## src/rtl/branch_ctrl.sv

```systemverilog
// EX-stage branch resolution: decides the real next PC, and drives a registered redirect/flush handshake to IF.
// Optional 2-bit direction table enabled by defining BRANCH_CTRL_BHT_EN.

module brcomp #(
  parameter int DATAW = 32
) (
  input  logic [2:0]       funct3,
  input  logic [DATAW-1:0] a,
  input  logic [DATAW-1:0] b,
  output logic             taken
);

  // Conditional-branch condition decode; unsupported funct3 values never take.
  always_comb begin
    taken = 1'b0;
    case (funct3)
      3'b000:  taken = (a == b);
      3'b001:  taken = (a != b);
      3'b100:  taken = ($signed(a) <  $signed(b));
      3'b101:  taken = ($signed(a) >= $signed(b));
      3'b110:  taken = (a <  b);
      3'b111:  taken = (a >= b);
      default: taken = 1'b0;
    endcase
  end

endmodule

module branch_ctrl #(
  parameter int DATAW    = 32,
  parameter int BHT_IDXW = 4
) (
  input  logic             clk,
  input  logic             rst,
  input  logic             ex_valid,
  input  logic             ex_stall,
  input  logic             ex_is_br,
  input  logic             ex_is_jal,
  input  logic             ex_is_jalr,
  input  logic [2:0]       ex_funct3,
  input  logic [DATAW-1:0] ex_rs1,
  input  logic [DATAW-1:0] ex_rs2,
  input  logic [DATAW-1:0] ex_pc,
  input  logic [DATAW-1:0] ex_imm,
  input  logic [DATAW-1:0] ex_pred_pc,
  input  logic [DATAW-1:0] if_pc,
  output logic             if_pred_taken,
  output logic             redirect_valid,
  output logic [DATAW-1:0] redirect_pc,
  input  logic             redirect_ready,
  output logic             flush,
  output logic [31:0]      br_count,
  output logic [31:0]      mispred_count
);

  typedef enum logic {IDLE = 1'b0, REDIR = 1'b1} state_t;

  state_t           state_r, state_next_s;
  logic             cmp_taken_s, taken_s, accept_s, mispredict_s;
  logic [DATAW-1:0] target_s, actual_pc_s;
  logic             redirect_valid_r, flush_r;
  logic [DATAW-1:0] redirect_pc_r;
  logic [31:0]      br_count_r, mispred_count_r;

  brcomp #(.DATAW(DATAW)) u_brcomp (
    .funct3 (ex_funct3),
    .a      (ex_rs1),
    .b      (ex_rs2),
    .taken  (cmp_taken_s)
  );

  // Resolve the EX control transfer and compare against the path IF followed.
  always_comb begin
    accept_s    = ex_valid & ~ex_stall & (ex_is_br | ex_is_jal | ex_is_jalr) & (state_r == IDLE);
    taken_s     = ex_is_jal | ex_is_jalr | (ex_is_br & cmp_taken_s);
    if (ex_is_jalr) begin
      target_s = (ex_rs1 + ex_imm) & {{(DATAW-1){1'b1}}, 1'b0};
    end else begin
      target_s = ex_pc + ex_imm;
    end
    actual_pc_s  = taken_s ? target_s : (ex_pc + DATAW'(4));
    mispredict_s = accept_s & (actual_pc_s != ex_pred_pc);
  end

  // Next-state logic for the redirect handshake.
  always_comb begin
    state_next_s = state_r;
    case (state_r)
      IDLE:    state_next_s = mispredict_s ? REDIR : IDLE;
      REDIR:   state_next_s = (redirect_valid_r & redirect_ready) ? IDLE : REDIR;
      default: state_next_s = IDLE;
    endcase
  end

  // State register plus registered redirect/flush outputs and counters.
  always_ff @(posedge clk or posedge rst) begin
    if (rst) begin
      state_r          <= IDLE;
      redirect_valid_r <= 1'b0;
      redirect_pc_r    <= '0;
      flush_r          <= 1'b0;
      br_count_r       <= 32'd0;
      mispred_count_r  <= 32'd0;
    end else begin
      state_r <= state_next_s;
      flush_r <= mispredict_s;
      if (mispredict_s) begin
        redirect_valid_r <= 1'b1;
        redirect_pc_r    <= actual_pc_s;
        mispred_count_r  <= mispred_count_r + 32'd1;
      end else if (redirect_valid_r & redirect_ready) begin
        redirect_valid_r <= 1'b0;
      end
      if (accept_s) begin
        br_count_r <= br_count_r + 32'd1;
      end
    end
  end

  assign redirect_valid = redirect_valid_r;
  assign redirect_pc    = redirect_pc_r;
  assign flush          = flush_r;
  assign br_count       = br_count_r;
  assign mispred_count  = mispred_count_r;

`ifdef BRANCH_CTRL_BHT_EN
  localparam int BHT_N = 2 ** BHT_IDXW;

  logic [1:0]          bht_r [BHT_N];
  logic [BHT_IDXW-1:0] upd_idx_s, look_idx_s;
  logic                unused_s;

  assign upd_idx_s     = ex_pc[BHT_IDXW+1:2];
  assign look_idx_s    = if_pc[BHT_IDXW+1:2];
  assign if_pred_taken = bht_r[look_idx_s][1];
  assign unused_s      = ^{if_pc[DATAW-1:BHT_IDXW+2], if_pc[1:0]};

  // Saturating direction counters, trained only by accepted conditional branches.
  always_ff @(posedge clk or posedge rst) begin
    if (rst) begin
      for (int i = 0; i < BHT_N; i++) begin
        bht_r[i] <= 2'b01;
      end
    end else if (accept_s & ex_is_br) begin
      if (taken_s && (bht_r[upd_idx_s] != 2'b11)) begin
        bht_r[upd_idx_s] <= bht_r[upd_idx_s] + 2'b01;
      end else if (!taken_s && (bht_r[upd_idx_s] != 2'b00)) begin
        bht_r[upd_idx_s] <= bht_r[upd_idx_s] - 2'b01;
      end
    end
  end
`else
  logic unused_s;
  assign unused_s      = ^if_pc;
  assign if_pred_taken = 1'b0;
`endif

endmodule

```

## config.mk

```make
export PLATFORM = sky130hd
export DESIGN_NAME = branch_ctrl
export DESIGN_NICKNAME = d
export VERILOG_FILES = /design/src/rtl/branch_ctrl.sv
export SDC_FILE = /design/constraint.sdc
export NUM_CORES = 1
export LEC_CHECK = 0
export BUFFER_PORTS_ARGS = -buffer_cell sky130_fd_sc_hd__buf_2
export CORE_MARGIN = 2
export CORE_UTILIZATION = 59
export DETAILED_ROUTE_END_ITERATION = 16
export PLACE_DENSITY = 0.95
export SYNTH_ARGS = -nofsm -noshare
export SYNTH_HDL_FRONTEND = slang
export SYNTH_SLANG_ARGS = --single-unit
```

## constraint.sdc

```tcl
create_clock -name clk -period 9.1 [get_ports clk]
set_input_delay 1.82 -clock clk [delete_from_list [all_inputs] [get_ports clk]]
set_output_delay 1.82 -clock clk [all_outputs]
set_load 0.05 [all_outputs]
```

### Word level (Yosys, flattened, before mapping)

Cells that the tools add are included.

| operators by class | value |
|---|---|
| reductions and logical operators | 2 |
| add/sub/neg operators | 5 |
| mux-type cells | 8 |
| magnitude comparators | 4 |
| bitwise gates (word level) | 12 |
| equality and inequality tests | 8 |

Operator list:

| operator | count |
|---|---|
| adder 32 x 1 -> 32 bit, second input constant | 2 |
| adder 32 bit | 2 |
| greater-or-equal comparator 32 bit | 2 |
| less-than comparator 32 bit | 2 |
| two-way mux 32 bit | 2 |
| inequality test 32 bit | 2 |
| adder 32 x 3 -> 32 bit, second input constant | 1 |
| equality test 32 bit | 1 |
| equality test 3 bit, second input constant | 4 |
| AND 1 bit | 6 |
| case mux 1 bit (6 select lines) | 1 |
| two-way mux 1 bit | 4 |
| OR 1 bit | 4 |
| equality test 3 x 1 -> 1 bit, second input constant | 1 |
| zero test 3 bit | 1 |
| inverter 1 bit | 2 |
| case mux 1 bit (2 select lines) | 1 |
| nonzero test 2 bit | 1 |

| storage, ports and cells | value |
|---|---|
| output and inout port bits | 99 |
| word-level logic and storage cells | 45 |
| register bits after elaboration | 99 |

### Longest topological paths before layout

Gate-level depths: netlist (run 1).

| depth | value |
|---|---|
| depth after elaboration | 9 |
| mapped depth | 20 |

### By module

From an unflattened synthesis (run 1), not the netlist that was laid out.

| unflattened totals | value |
|---|---|
| cells, all modules | 1429 |
| area total of the unflattened synthesis | 11298.3 um^2 |

By module, submodules not included:

| module | instances | sequential area each (um^2) | cells an instance | area an instance (um^2) |
|---|---|---|---|---|
| branch_ctrl | 1 | 2477.4 | 1299 | 10342.4 |
| brcomp | 1 | 0.0 | 130 | 955.9 |

### Least setup slack after synthesis (run 1)

OpenSTA, ideal clock, no wires.

| timing path | value |
|---|---|
| path kind | in2reg |
| from | input ex_rs2[14] |
| to | register redirect_pc_r[13], in the netlist redirect_pc[13] |
| stages on the path | 18 |
| buffers on the path | 3 |
| path slack | 3.499 ns |
| arrival time | 5.476 ns |
| data required time | 8.975 ns |
| path through | inv_1 -> ha_1 -> a21oi_1 -> nand2_1 -> a221o_1 -> o31a_1 -> o31ai_4 -> and3_1 -> buf_4 -> buf_2 -> mux2i_1 -> o221ai_1 -> nor4_1 -> nand4_1 -> nor4_2 -> nor2_2 -> buf_6 -> mux2_4 |

| between the ends | value |
|---|---|
| cells in the longest elaborated chain, start to end | 7 |
| elaborated cells between the ends (all ways) | 12 |

RTL lines:

| what | RTL line | source |
|---|---|---|
| from (decl) | 42 | `input logic [DATAW-1:0] ex_rs2,` |
| greater-or-equal comparator 32 bit (tied with other cells) | 22 | `3'b111: taken = (a >= b);` |
| case mux 1 bit (6 select lines) * | 16 | `case (funct3)` |
| AND 1 bit * | 75 | `taken_s = ex_is_jal \| ex_is_jalr \| (ex_is_br & cmp_taken_s);` |
| OR 1 bit * | 75 |  |
| two-way mux 32 bit * | 81 | `actual_pc_s = taken_s ? target_s : (ex_pc + DATAW'(4));` |
| inequality test 32 bit | 82 | `mispredict_s = accept_s & (actual_pc_s != ex_pred_pc);` |
| AND 1 bit | 82 |  |
| to (signal assigned) | 109 | `redirect_pc_r <= actual_pc_s;` |
| to (decl) | 62 | `logic [DATAW-1:0] redirect_pc_r;` |

Every way passes the cells marked *; elsewhere a longest branch is shown, timed or not.
A chain may end at the register's enable or synchronous reset.

### Worst setup path in the final report (run 1)

| timing path | value |
|---|---|
| from | input ex_rs1[31] |
| to | register redirect_pc_r[0], in the netlist redirect_pc[0] |

| between the ends | value |
|---|---|
| cells in the longest elaborated chain, start to end | 7 |
| elaborated cells between the ends (all ways) | 14 |

RTL lines:

| what | RTL line | source |
|---|---|---|
| from (decl) | 41 | `input logic [DATAW-1:0] ex_rs1,` |
| greater-or-equal comparator 32 bit (tied with other cells) | 22 |  |
| case mux 1 bit (6 select lines) | 16 |  |
| AND 1 bit | 75 |  |
| OR 1 bit | 75 |  |
| two-way mux 32 bit * | 81 |  |
| inequality test 32 bit | 82 |  |
| AND 1 bit | 82 |  |

Marks and branches as above.

==> results.py, run 1 <==
metrics = {
    "power": {
        "powerDensity_nw_per_um2": 169,
        "finalPower_uw": 2150,
        "irDropWorstVdd_v": 0.000106,
        "leakage_uw": 0.00628,
    },
    "die": {
        "die_area_sq_um": 19700,
        "core_sq_um": 18100,
        "die_h_um": 140,
        "ioPinCount": 302,
        "num_rows": 49,
        "die_x_um": 140,
        "initial_core_util_pct": 60.5,
    },
    "global_routing": {
        "grt_util_met1_pct": 43.1,
        "busiest_layer": "met2",
        "grt_pass1_wl_um": 52500,
        "met2_usage_pct": 55.2,
        "grt_max_degree": 76,
        "grt_pass1_vias": 10500,
        "track_usage_pct": 32.9,
        "grt.overflow.total": 0,
        "grtUsageMet3_pct": 3.62,
        "antenna_found_initial": 10,
    },
    "layout": {
        "fin_nets": 1875,
        "fin_cells": 1815,
        "area_growth_pct": 16.3,
        "drive_gt1_share_pct": 21.9,
    },
    "cts": {
        "post_cts_buffers": 0,
        "cts_inserted_buffers": 9,
        "cts.clk_slew.worst_paths_ns": 0.07,
        "clock_latency_ns": 0.34,
        "cts_tree": "built",
        "cts-root-buf": "clkbuf_16",
        "cts_resized": 0,
        "cts_sinks": 99,
        "clock_tree.buffer_depth": 2,
        "hold_buffers": 0,
        "htree_levels": 3,
    },
    "synth": {
        "netlist_area_sq_um": 10900,
        "synth_cell_types": 82,
        "synth_common_cells": "111 x nand2_1, 99 x dfrtp_1, 96 x ha_1",
        "synthFlopType": "dfrtp_1",
        "synth_edf_count": 0,
        "yosysMostFrequentCell": "nand2_1",
        "synth_fp_nets": 1644,
        "synth_seq_area_share_pct": 22.6,
        "async_flop_share_pct": 100,
        "netlist_instances": 1343,
        "synth_top_area_share_pct": 22.6,
        "ys_ff_latch": 99,
        "ys_warn_count": 0,
        "yosysTopAreaCell": "dfrtp_1",
        "syn-mean-instance-area_sq_um": 8.15,
        "synth_area_leaders": "dfrtp_1 23%, ha_1 11%, xor2_1 6.5%, xnor2_1 4.8%, nand2_1 3.8%",
    },
    "route": {
        "final_antenna_net_count": 0,
        "wirelength_um": 33900,
        "viasPerCell": 6.33,
        "wl_per_cell_um": 18.7,
        "drc": 0,
        "drtIter0Drc": 944,
        "vias": 11500,
        "drt_first_pass_iters": 5,
    },
    "setup_path": {
        "worstPathRequired_ns": 9.32,
        "crit_fanout": 57,
        "arrival_ns": 7.66,
        "startpoint_type": "input pin",
        "endpoint_kind": "flip-flop",
        "crit_type": "in -> reg",
    },
    "timing": {
        "relSlewSlack_pct": 32.3,
        "fin_hold_ws_ns": 0.470,
        "min_period_ns": 7.44,
        "layout_setup_ws_ns": 1.66,
        "post-route-period-util_pct": 81.7,
        "drv_slew": 0,
        "tightest_slew_ns": 0.989,
        "finalSetupViolCount": 0,
        "fmax_ghz": 0.134,
        "rsz0062_at_grt": "false",
        "fin_tns_setup_ns": 0,
        "hold_violations": 0,
        "skew_ns": 0.00624,
    },
    "worst_hold_path": {
        "min_path_type": "reg -> reg",
    },
    "place": {
        "place_hpwl_um": 27400,
        "pre_cts_slack_ns": 1.40,
        "io_buffers": 268,
        "placedCellCount": 1792,
        "gp_congestion": 0.977,
    },
    "job": {
        "drv_cap": 0,
    },
    "run_status": {
        "status": "finished clean",
    },
}
-- cell families after synthesis --
group / share of synthesized area (%)
AOI/OAI and AO/OA: 20.8
xor gates and xnor gates: 11.3
adders and majority gates: 11.3
buffers and inverters: 4.35
DFF: 22.6
muxes: 6.38
other: 0.0343
and+or+nand+nor: 23.2
-- flip-flops by register name, summed over array words and instances (netlist names) --
signal	flops
state_r	1
redirect_pc	32
redirect_valid	1
flush	1
br_count	32
mispred_count	32
-- stage by stage --
stage	utilization, %	instance area [sq um]
floorplan	-	10900
global placement	68.5	12400
detailed placement	68.5	12400
CTS	70.3	12700
global route	70.4	12700
finish	70.4	12700
-- final timing paths --
kind / startpoint / endpoint / slack [ns] / depth (start not counted)
max: ex_rs1[31] / redirect_pc[0] / 1.66 / 16
min: br_count[31] / br_count[31] / 0.47 / 1
max reg2reg: state_r / br_count[31] / 6.05 / 9
min reg2reg: br_count[31] / br_count[31] / 0.47 / 1
max in group asynchronous: rst / mispred_count[29] / 6.49 / 3
min in group asynchronous: rst / br_count[8] / 1.55 / 2
-- critical path: stages --
cell	delay, ns
buf_2	0.12
ha_1	0.38
nand4_1	0.25
nor3_1	0.08
a211oi_1	0.35
o21ai_0	0.33
o31ai_4	0.58
and3_1	0.85
mux2i_1	0.43
xor2_1	0.11
nor4_1	0.56
nand4_1	0.29
nor4_4	0.26
buf_4	0.53
nor2_4	0.30
mux2_4	0.37
-- cell usage in the layout (no fill, tap or decap), types with 11 or more instances in the layout --
| cell | count |
|---|---|
| xnor2_1 | 60 |
| mux2i_1 | 30 |
| nand2_1 | 111 |
| mux2_2 | 14 |
| mux2_4 | 16 |
| nor3b_1 | 12 |
| a21o_1 | 30 |
| and2_1 | 11 |
| dfrtp_1 | 99 |
| and3_1 | 33 |
| a21oi_1 | 80 |
| nor2_1 | 87 |
| o31ai_1 | 17 |
| inv_1 | 57 |
| o211ai_1 | 23 |
| xor2_1 | 81 |
| o21ai_0 | 74 |
| nand3_1 | 62 |
| ha_1 | 96 |
| nand4_1 | 56 |
| nor3_1 | 42 |
| a211oi_1 | 19 |
| buf_2 | 268 |
-- final cells by class --
type                            instances  area (sq um)
Antenna cell                            7          17.5
Tap cell                              229           287
Sequential cell                        99          2480
Inverter                               59           224
Fill cell                            1444          5350
Multi-Input combinational cell       1130          8010
Clock buffer                           10           239
Clock inverter                          6          86.3
Timing Repair Buffer                  275          1390
-- per-layer routing --
| layer | routed length (um) | vias up |
|---|---|---|
| met4 | 1400 | 6 |
| li1 | - | 5458 |
| met1 | 13900 | 5332 |
| met3 | 2870 | 100 |
| met2 | 15700 | 590 |
| met5 | 41 | - |
-- power by group --
| group | switching, uW | internal [uW] | total, uW | leakage [uW] |
|---|---|---|---|---|
| Sequential | 74.0 | 534 | 608 | 0.00129 |
| Clock | 160 | 248 | 408 | 0.000159 |
| Combinational | 764 | 370 | 1130 | 0.00484 |
| Total | 998 | 1150 | 2150 | 0.00628 |
No activity file was read; power rests on OpenSTA's default activity.
==> run 2, diff against run 1 <==
--- a/config.mk
+++ b/config.mk
@@ -5,11 +5,12 @@
 export SDC_FILE = /design/constraint.sdc
 export NUM_CORES = 1
 export LEC_CHECK = 0
+export ABC_AREA = 1
 export BUFFER_PORTS_ARGS = -buffer_cell sky130_fd_sc_hd__buf_2
 export CORE_MARGIN = 2
-export CORE_UTILIZATION = 59
+export CORE_UTILIZATION = 56
 export DETAILED_ROUTE_END_ITERATION = 16
-export PLACE_DENSITY = 0.95
+export PLACE_DENSITY = 0.92
 export SYNTH_ARGS = -nofsm -noshare
 export SYNTH_HDL_FRONTEND = slang
 export SYNTH_SLANG_ARGS = --single-unit
==> constraint.sdc (replaced) <==
create_clock -name clk -period 7.33 [get_ports clk]
set_input_delay 1.466 -clock clk [delete_from_list [all_inputs] [get_ports clk]]
set_output_delay 1.466 -clock clk [all_outputs]
set_load 0.05 [all_outputs]
==> run 2 against run 1 <==
  * Non-clock buffer count did not move
  * Die area rose by 14%
  * Synthesized cell count up 44%
  * Sequential power is 21% higher
  * Sequential share of layout area fell by 1.3 points
  * Final cell count rose by 35%
  * Critical path type unchanged
==> results.py, run 2 <==
metrics = {
    "cts": {
        "cts_resized": 0,
        "cts_inserted_buffers": 9,
        "cts_tree": "built",
        "cts.clk_slew.worst_paths_ns": 0.07,
        "cts_sinks": 99,
        "cts-root-buf": "clkbuf_16",
        "post_cts_buffers": 0,
        "htree_levels": 3,
        "clock_tree.buffer_depth": 2,
        "clock_latency_ns": 0.35,
        "hold_buffers": 0,
    },
    "timing": {
        "drv_slew": 0,
        "skew_ns": 0.0106,
        "fin_tns_setup_ns": 0,
        "hold_violations": 0,
        "tightest_slew_ns": 1.06,
        "min_period_ns": 5.68,
        "fmax_ghz": 0.176,
        "rsz0062_at_grt": "false",
        "finalSetupViolCount": 0,
        "layout_setup_ws_ns": 1.65,
        "post-route-period-util_pct": 77.4,
        "relSlewSlack_pct": 29.1,
    },
    "power": {
        "powerDensity_nw_per_um2": 188,
        "leakage_uw": 0.00773,
        "irDropWorstVdd_v": 0.000136,
    },
    "layout": {
        "area_growth_pct": 14.9,
        "fin_nets": 2472,
        "fill_cells": 1941,
        "ff_latch_area_sq_um": 2480,
        "final_common_cell": "nand2_1",
        "final_cell_mix": "591 x nand2_1, 268 x buf_2, 244 x inv_1",
        "drive_gt1_share_pct": 14.1,
        "multi_input_area_sq_um": 8190,
    },
    "place": {
        "gp_congestion": 1.01,
        "place_hpwl_um": 31000,
        "io_buffers": 268,
        "pre_cts_slack_ns": 1.32,
    },
    "synth": {
        "synth_common_cells": "592 x nand2_1, 245 x inv_1, 211 x nand3_1",
        "synth_cell_types": 49,
        "synth_seq_area_share_pct": 20.9,
        "yosysTopAreaCell": "dfrtp_1",
        "netlist_area_sq_um": 11900,
        "synthFlopType": "dfrtp_1",
        "ys_ff_latch": 99,
        "synth_edf_count": 0,
        "syn-mean-instance-area_sq_um": 6.15,
        "netlist_instances": 1931,
        "ys_warn_count": 0,
        "synth_top_area_share_pct": 20.9,
        "async_flop_share_pct": 100,
        "yosysMostFrequentCell": "nand2_1",
        "synth_area_leaders": "dfrtp_1 21%, nand2_1 19%, ha_1 10%, nand3_1 8.9%, inv_1 7.7%",
        "synth_fp_nets": 2232,
    },
    "setup_path": {
        "crit_type": "in -> reg",
        "cpMostUsedCell": "nand2_1",
        "startpoint_type": "input pin",
        "reg2reg_depth": 16,
        "crit_buf_inv": 4,
        "critPathMaxStageDelay_ns": 0.55,
        "slowest_stage": "buf_4",
        "cp_top_family": "simple AND/OR/NAND/NOR gates",
        "endpoint_kind": "flip-flop",
        "worstPathRequired_ns": 7.53,
        "arrival_ns": 5.88,
        "crit_fanout": 67,
        "path_depth": 27,
    },
    "route": {
        "routed.top_layer": "met5",
        "final_antenna_net_count": 0,
        "vias": 13800,
        "drt_first_pass_iters": 5,
        "route.met2.wl_um": 18200,
        "wirelength_um": 38000,
        "viasPerCell": 5.62,
        "drc": 0,
        "drtIter0Drc": 958,
        "wl_met1_um": 15100,
        "dr_wl_met3_um": 3070,
        "wl_per_cell_um": 15.5,
    },
    "die": {
        "die_x_um": 150,
        "die_area_sq_um": 22400,
        "ioPinCount": 302,
        "initial_core_util_pct": 56.8,
        "num_rows": 53,
        "die_h_um": 150,
        "core_sq_um": 20900,
    },
    "run_status": {
        "status": "finished clean",
    },
    "worst_hold_path": {
        "whs_path_depth": 2,
        "min_path_type": "reg -> reg",
    },
    "global_routing": {
        "grt.overflow.total": 0,
        "grt_pass1_wl_um": 59100,
        "grt_pass1_vias": 12500,
        "track_usage_pct": 32.8,
        "antenna_found_initial": 7,
        "grt_max_degree": 85,
    },
    "job": {
        "drv_cap": 0,
    },
}
-- run 2: cell count changes after synthesis, moves of 22 or more --
cell | previous run | this run
nand2_1 | 111 | 592
and3_1 | 33 | 5
nand3_1 | 62 | 211
a21oi_1 | 80 | 113
nand3b_1 | 4 | 32
nor2_1 | 87 | 158
a21o_1 | 30 | 8
inv_1 | 58 | 245
mux2i_1 | 30 | 1
xnor2_1 | 60 | 30
-- run 2: worst paths after layout --
kind	from	to	slack [ns]
hold reg to reg	redirect_pc[2]	redirect_pc[2]	0.47
max in group asynchronous	rst	mispred_count[20]	4.99
min in group asynchronous	rst	br_count[18]	1.03
hold / removal	redirect_pc[2]	redirect_pc[2]	0.47
setup / recovery	ex_rs1[31]	redirect_valid	1.65
setup reg to reg	br_count[0]	br_count[30]	3.64
-- run 2: layer usage --
| layer | up-vias | global-route usage (%) |
|---|---|---|
| li1 | 6826 | - |
| met3 | 119 | 3.32 |
| met2 | 634 | 58.6 |
| met4 | 8 | 14.4 |
| met5 | - | 0 |
| met1 | 6215 | 39.9 |
-- run 2: cell families after synthesis --
| kind of cell | count (synthesis) | synth area share, % |
|---|---|---|
| DFF | 99 | 20.9 |
| and+or+nand+nor | 1101 | 40.1 |
| adders and majority gates | 98 | 10.5 |
| AOI/OAI and AO/OA | 245 | 11.6 |
| buffers and inverters | 294 | 10.2 |
| xor gates and xnor gates | 92 | 6.79 |
| muxes | 1 | 0.0843 |
| other | 1 | 0.0316 |
-- run 2: cell type report --
class | instances | area share, %
multi-input combinational | 1538 | 60.0
sequential | 99 | 18.2
timing repair buffer | 275 | 10.2
inverter | 248 | 6.84
tap | 275 | 2.52
clock buffer | 9 | 1.65
clock inverter | 7 | 0.504
antenna | 4 | 0.0734
-- run 2: worst register-to-register path: stages (launching register included) --
cell and delay, ns:
dfrtp_1 0.46, ha_1 0.21, nand3_1 0.09, inv_1 0.09, nand3_1 0.10, nor3_1 0.19
nand4_1 0.20, nor2_1 0.23, and3_1 0.27, nand3_1 0.16, nor2_1 0.21, nand3_1 0.17
nor4_1 0.59, nand2_1 0.18, nor2_1 0.19, nand2_1 0.10, xnor2_1 0.13
-- run 2: where the power goes --
group          internal (uW)  switching (uW)
logic                    368             987
registers                658            80.1
clock network            239             228
total                   1270            1300
-- run 2: metrics by stage --
| stage | total power [uW] | utilization [%] | instance area [sq um] | hold slack, ns | std cells |
|---|---|---|---|---|---|
| final | 2560 | 65.3 | 13600 | 0.465 | 2455 |
| after global routing | 2720 | 65.3 | 13600 | 0.500 | 2454 |
| after CTS | 2550 | 65.3 | 13600 | 0.471 | 2451 |
| after detailed placement | 2080 | 63.9 | 13300 | 0.453 | 2435 |
| after global placement | 2050 | 63.9 | 13300 | 0.450 | 2435 |
| after floorplan | 1720 | - | 11900 | 0.449 | 1931 |
